===== src/rtl/mux_arbiter_4_if.sv =====
// Bundle of the requester-facing signals of the 4-way mux arbiter.
// The arbiter uses the slave modport; the requester side uses master.
interface mux_arbiter_4_if;
    logic [3:0] req_in;
    logic [3:0] d_in;
    logic       mode_in;
    logic [3:0] gnt_out;
    logic [1:0] sel_out;
    logic       y_out;
    logic       valid_out;
    logic       busy_out;

    modport master (
        output req_in, d_in, mode_in,
        input  gnt_out, sel_out, y_out, valid_out, busy_out
    );

    modport slave (
        input  req_in, d_in, mode_in,
        output gnt_out, sel_out, y_out, valid_out, busy_out
    );
endinterface


===== src/rtl/mux_arbiter_4.sv =====
// Four-requester arbiter for a shared 4:1 one-bit mux: bounded-burst grants,
// fixed-priority (0>3>1>2) or round-robin policy, registered mux output.
module mux_arbiter_4 #(
    parameter int MAX_HOLD = 8,
    parameter int CNT_W    = 8
) (
    input  logic            clk_in,
    input  logic            rst_in,
    mux_arbiter_4_if.slave  bus
);

    typedef enum logic {ST_IDLE, ST_GRANT} state_t;

    localparam logic [CNT_W-1:0] HOLD_LAST = CNT_W'(MAX_HOLD - 1);

    // Fixed order 0,3,1,2 mirrors the priority-tree mux; round-robin starts after ptr.
    function automatic logic [1:0] pick(input logic [3:0] mask,
                                        input logic       rr_mode,
                                        input logic [1:0] ptr);
        logic [1:0] win;
        logic [1:0] idx;
        logic       found;
        win   = 2'd0;
        idx   = 2'd0;
        found = 1'b0;
        if (!rr_mode) begin
            if      (mask[0]) win = 2'd0;
            else if (mask[3]) win = 2'd3;
            else if (mask[1]) win = 2'd1;
            else              win = 2'd2;
        end else begin
            for (int k = 1; k <= 4; k++) begin
                idx = ptr + 2'(k);
                if (!found && mask[idx]) begin
                    win   = idx;
                    found = 1'b1;
                end
            end
        end
        return win;
    endfunction

    state_t           r_state, w_state_nxt;
    logic [1:0]       r_sel, w_sel_nxt;
    logic [1:0]       r_rr_ptr, w_rr_ptr_nxt;
    logic [CNT_W-1:0] r_hold_cnt, w_hold_cnt_nxt;
    logic             r_y, w_y_nxt;
    logic             r_valid, w_valid_nxt;

    logic [3:0] w_cur_onehot;
    logic       w_expire;
    logic       w_release;
    logic [3:0] w_mask;
    logic [1:0] w_win;

    assign w_cur_onehot = 4'b0001 << r_sel;
    assign w_expire     = (r_hold_cnt == HOLD_LAST);
    assign w_release    = !bus.req_in[r_sel] || w_expire;
    // On hold expiry the current owner steps aside so others get a turn.
    assign w_mask       = (r_state == ST_GRANT && w_expire) ? (bus.req_in & ~w_cur_onehot)
                                                            : bus.req_in;
    assign w_win        = pick(w_mask, bus.mode_in, r_rr_ptr);

    // NOTE: every signal written here gets a default first so no latch is inferred.
    always_comb begin
        w_state_nxt    = r_state;
        w_sel_nxt      = r_sel;
        w_rr_ptr_nxt   = r_rr_ptr;
        w_hold_cnt_nxt = r_hold_cnt;
        w_y_nxt        = 1'b0;
        w_valid_nxt    = 1'b0;
        case (r_state)
            ST_IDLE: begin
                if (|bus.req_in) begin
                    w_state_nxt    = ST_GRANT;
                    w_sel_nxt      = w_win;
                    w_rr_ptr_nxt   = w_win;
                    w_hold_cnt_nxt = '0;
                end
            end
            ST_GRANT: begin
                w_y_nxt     = bus.d_in[r_sel];
                w_valid_nxt = bus.req_in[r_sel];
                if (!w_release) begin
                    w_hold_cnt_nxt = r_hold_cnt + CNT_W'(1);
                end else if (|w_mask) begin
                    w_sel_nxt      = w_win;
                    w_rr_ptr_nxt   = w_win;
                    w_hold_cnt_nxt = '0;
                end else if (bus.req_in[r_sel]) begin
                    w_hold_cnt_nxt = '0;
                end else begin
                    w_state_nxt    = ST_IDLE;
                    w_hold_cnt_nxt = '0;
                end
            end
            default: w_state_nxt = ST_IDLE;
        endcase
    end

    // NOTE: state registers use non-blocking assignments so all update together at the edge.
    always_ff @(posedge clk_in) begin
        if (rst_in) begin
            r_state    <= ST_IDLE;
            r_sel      <= 2'd0;
            r_rr_ptr   <= 2'd3;
            r_hold_cnt <= '0;
            r_y        <= 1'b0;
            r_valid    <= 1'b0;
        end else begin
            r_state    <= w_state_nxt;
            r_sel      <= w_sel_nxt;
            r_rr_ptr   <= w_rr_ptr_nxt;
            r_hold_cnt <= w_hold_cnt_nxt;
            r_y        <= w_y_nxt;
            r_valid    <= w_valid_nxt;
        end
    end

    assign bus.gnt_out   = (r_state == ST_GRANT) ? w_cur_onehot : 4'b0000;
    assign bus.sel_out   = r_sel;
    assign bus.y_out     = r_y;
    assign bus.valid_out = r_valid;
    assign bus.busy_out  = (r_state == ST_GRANT);

endmodule


===== src/flat_wrapper.sv =====
// flat-port wrapper written by rule: the top's interface ports become plain ports
module mux_arbiter_4_flat 
#(
    parameter int MAX_HOLD = 8,
    parameter int CNT_W    = 8
)
  (clk_in, rst_in, bus_req_in, bus_d_in, bus_mode_in, bus_gnt_out, bus_sel_out, bus_y_out, bus_valid_out, bus_busy_out);
  mux_arbiter_4_if bus_i ();
  input  logic clk_in;
  input  logic rst_in;
  input wire logic [$bits(bus_i.req_in)-1:0] bus_req_in;
  input wire logic [$bits(bus_i.d_in)-1:0] bus_d_in;
  input wire logic [$bits(bus_i.mode_in)-1:0] bus_mode_in;
  output wire logic [$bits(bus_i.gnt_out)-1:0] bus_gnt_out;
  output wire logic [$bits(bus_i.sel_out)-1:0] bus_sel_out;
  output wire logic [$bits(bus_i.y_out)-1:0] bus_y_out;
  output wire logic [$bits(bus_i.valid_out)-1:0] bus_valid_out;
  output wire logic [$bits(bus_i.busy_out)-1:0] bus_busy_out;
  assign bus_i.req_in = bus_req_in;
  assign bus_i.d_in = bus_d_in;
  assign bus_i.mode_in = bus_mode_in;
  assign bus_gnt_out = bus_i.gnt_out;
  assign bus_sel_out = bus_i.sel_out;
  assign bus_y_out = bus_i.y_out;
  assign bus_valid_out = bus_i.valid_out;
  assign bus_busy_out = bus_i.busy_out;
  mux_arbiter_4 #(.MAX_HOLD(MAX_HOLD), .CNT_W(CNT_W)) u_core (.clk_in(clk_in), .rst_in(rst_in), .bus(bus_i));
endmodule

===== config.mk =====
export PLATFORM = sky130hd
export DESIGN_NAME = mux_arbiter_4_flat
export DESIGN_NICKNAME = d
export VERILOG_FILES = /design/src/rtl/mux_arbiter_4_if.sv /design/src/rtl/mux_arbiter_4.sv /design/src/flat_wrapper.sv
export SDC_FILE = /design/constraint.sdc
export NUM_CORES = 1
export LEC_CHECK = 0
export CORE_MARGIN = 2
export CORE_UTILIZATION = 55
export DETAILED_ROUTE_END_ITERATION = 7
export PLACE_DENSITY = 0.83
export SYNTH_ARGS = -nofsm -noshare
export SYNTH_HDL_FRONTEND = slang
export SYNTH_SLANG_ARGS = --single-unit

===== constraint.sdc =====
create_clock -name clk_in -period 3.2 [get_ports clk_in]
set_clock_uncertainty 0.05 [all_clocks]
set_input_delay 0.48 -clock clk_in [delete_from_list [all_inputs] [get_ports clk_in]]
set_output_delay 0.48 -clock clk_in [all_outputs]
set_load 0.02 [all_outputs]

==> summary.md <==
| Metric | Value |
|---|---|
| IO Port Bufs | 19 |
| CTS Buf Count | 3 |
| Avg Cell Area, Syn | 8.56 um2 |
| Vias | 1054 |
| Residual DRC | 0 |
| Clock buffer depth | 2 |
| Clock latency on the worst-skew pair | 280 ps |
| Routed WL | 2.46 mm |
| First-pass DRT Iterations | 4 |
| Final Slew Violations | 0 |
| #FFs+latches synth | 15 |
| Worst EP required | 3320 ps |
| CP startpoint kind | flip-flop |
| Synth Warn # | 0 |
| CP Max Fanout | 10 |
| CP peak stage delay | 670 ps |
| Vias in the first global route | 963 |
| Mapped Nets | 139 |
| Power density over cell area | 361 nW/um2 |
| Top-area cell type share of the netlist area | 27.6% |
| Hpwl dp | 1.80 mm |
| RSZ-0062 raised after global routing | no |
| Worst-path clk slew | 80 ps |
| Clk root buf | clkbuf_4 |
| TritonCTS clock tree | done |
| WS Path Type | reg -> reg |
| Critical path endpoint category | flip-flop |
| GPL Wtd Cong | 0.770 |
| Synth-to-layout area growth | 15.9% |
| Post-synth top cells | nor2_1 (18), dfxtp_1 (15), a21oi_1 (10) |
| Ports | 20 |
| Die Y | 48.5 um |
| Maximum vdd ir drop | 0.364 mV |
| Nets | 155 |
| Hold_buf cts | 0 |
| Arrival @ worst endpoint | 2760 ps |
| WL/cell | 14.5 um |
| Fill cells | 166 |
| Post-synth top area cell | dfxtp_1 |
| Netlist area before placement | 1090 um2 |
| Setup TNS | 0 ps |
| Largest net degree at the start of global routing | 16 |
| Initial antenna violation count | 0 |
| Post-synth EDFFs | 0 |
| Starting Density | 56.6% |
| Period minus WS final | 2650 ps |
| N_diodes | 0 |
| CP max stage cell | o41ai_2 |
| Worst-margin pin slew | 572 ps |
| Proportion of synthesized chip area in sequential cells | 27.6% |
| Gr ovfl total | 0 |
| Hold WS | 455 ps |
| Count leader, synth | nor2_1 |
| Total GRT Usage | 22.6% |
| Site Rows | 16 |
| Final Setup Violations | 0 |
| Final antenna-violating net count | 0 |
| Top FF cell, synth | dfxtp_1 |
| Final Hold Violating Endpoints | 0 |
| Postcts setup bufs | 0 |
| Clock sinks | 15 |
| Slew headroom | 61.6% |
| WP buf/inv | 0 |
| Post-synth ARST share | 0% |
| Status | complete, no violations |
| Die Area | 2350 um2 |
| Htree depth | 1 |
| P_leak | 0.477 nW |
| Initial DRC count | 22 |
| Peak Freq | 378 MHz |
| Period Utilization, post-route | 82.7% |
| Share of cells above drive strength 1 | 9.86% |
| Hold crit path type | reg -> reg |
| Top Family by Delay on Critical Path | compound AO/OA/AOI/OAI gates |
| Max cap viols | 0 |
| Top cells by area, synth | dfxtp_1 (28%), nor2_1 (6.2%), buf_6 (5.2%) |
| Netlist cell types | 45 |
| Crit-path cells | ha_1, nand4bb_1, o41ai_2, and2_2, o211ai_1, a31oi_1, o21bai_1 |
| Post-CTS Resized | 0 |
| Via density | 6.24 |
| Total core area | 1920 um2 |
| First-pass GRT wire length | 4.28 mm |
| Syn Inst Count | 127 |
| Die X | 48.5 um |
==> cell families after synthesis <==
group,synth area share (%)
flops,27.6
simple gates,27.7
buf+inv,8.97
fa+ha+maj,1.15
compound gates,30.4
mux,4.14
==> cell type report <==
class,instances,area (um2),share of cell area (%)
multi-input cells,100,689,54.7
clock inverters,1,5.00,0.397
flip-flops and latches,15,300,23.8
inverters,3,11.3,0.894
clock buffers,3,22.5,1.79
well taps,27,33.8,2.68
repair buffers,20,198,15.7
==> where the power goes <==
| group | internal (mW) | switching [mW] | total [mW] |
|---|---|---|---|
| Combinational | 0.0657 | 0.0665 | 0.132 |
| Clock | 0.0464 | 0.0571 | 0.104 |
| Sequential | 0.197 | 0.0220 | 0.219 |
==> stage by stage <==
stage / power, mW / instances / setup WS, ps / area (um2) / util (%)
after floorplan: 0.316 / 127 / 1120 / 1090 / -
after global placement: 0.350 / 165 / 636 / 1230 / 64.1
after detailed placement: 0.355 / 165 / 602 / 1230 / 64.1
after CTS: 0.459 / 169 / 612 / 1260 / 65.6
after global routing: 0.482 / 169 / 370 / 1260 / 65.6
final: 0.455 / 169 / 554 / 1260 / 65.6
==> final timing paths <==
kind	from	endpoint	slack, ps	depth (start not counted)
setup / recovery	u_core.r_hold_cnt[0]$_SDFFE_PP0P_	u_core.r_rr_ptr[1]$_SDFFE_PP1P_	550	7
hold / removal	u_core.r_hold_cnt[6]$_SDFFE_PP0P_	u_core.r_hold_cnt[6]$_SDFFE_PP0P_	450	2
setup reg to reg	u_core.r_hold_cnt[0]$_SDFFE_PP0P_	u_core.r_rr_ptr[1]$_SDFFE_PP1P_	550	7
hold reg to reg	u_core.r_hold_cnt[6]$_SDFFE_PP0P_	u_core.r_hold_cnt[6]$_SDFFE_PP0P_	450	2
==> layer usage <==
metal  share of wire [%]  track usage, %
met1                  44            28.0
met3                 6.4            7.41
met5                   0               0
met2                  50            40.5
met4                0.24           0.476
==> worst min-delay path, delay by kind of cell, from the launching register on <==
kind / cells / cell delay [ps]
flops: 1 / 340
simple gates: 1 / 70
compound gates: 1 / 50
==> registers in the layout, summed over array words and instances, names as in the netlist <==
name                  cells
u_core.bus.valid_out      1
u_core.bus.busy_out       1
u_core.bus.sel_out        2
u_core.r_hold_cnt         8
u_core.bus.y_out          1
u_core.r_rr_ptr           2
==> placed cells by master, fill, tap and decap left out, drive strengths merged, types with 3 or more instances in the layout <==
cell type      count
a21oi             10
a31oi              4
and3               5
clkbuf             3
clkdlybuf4s50     19
dfxtp             15
inv                3
nand2b             3
nand3              4
nand3b             6
nor2              19
nor3               6
o211ai             5
o21ai              7
Note: power is estimated with default switching activity, not from simulation.
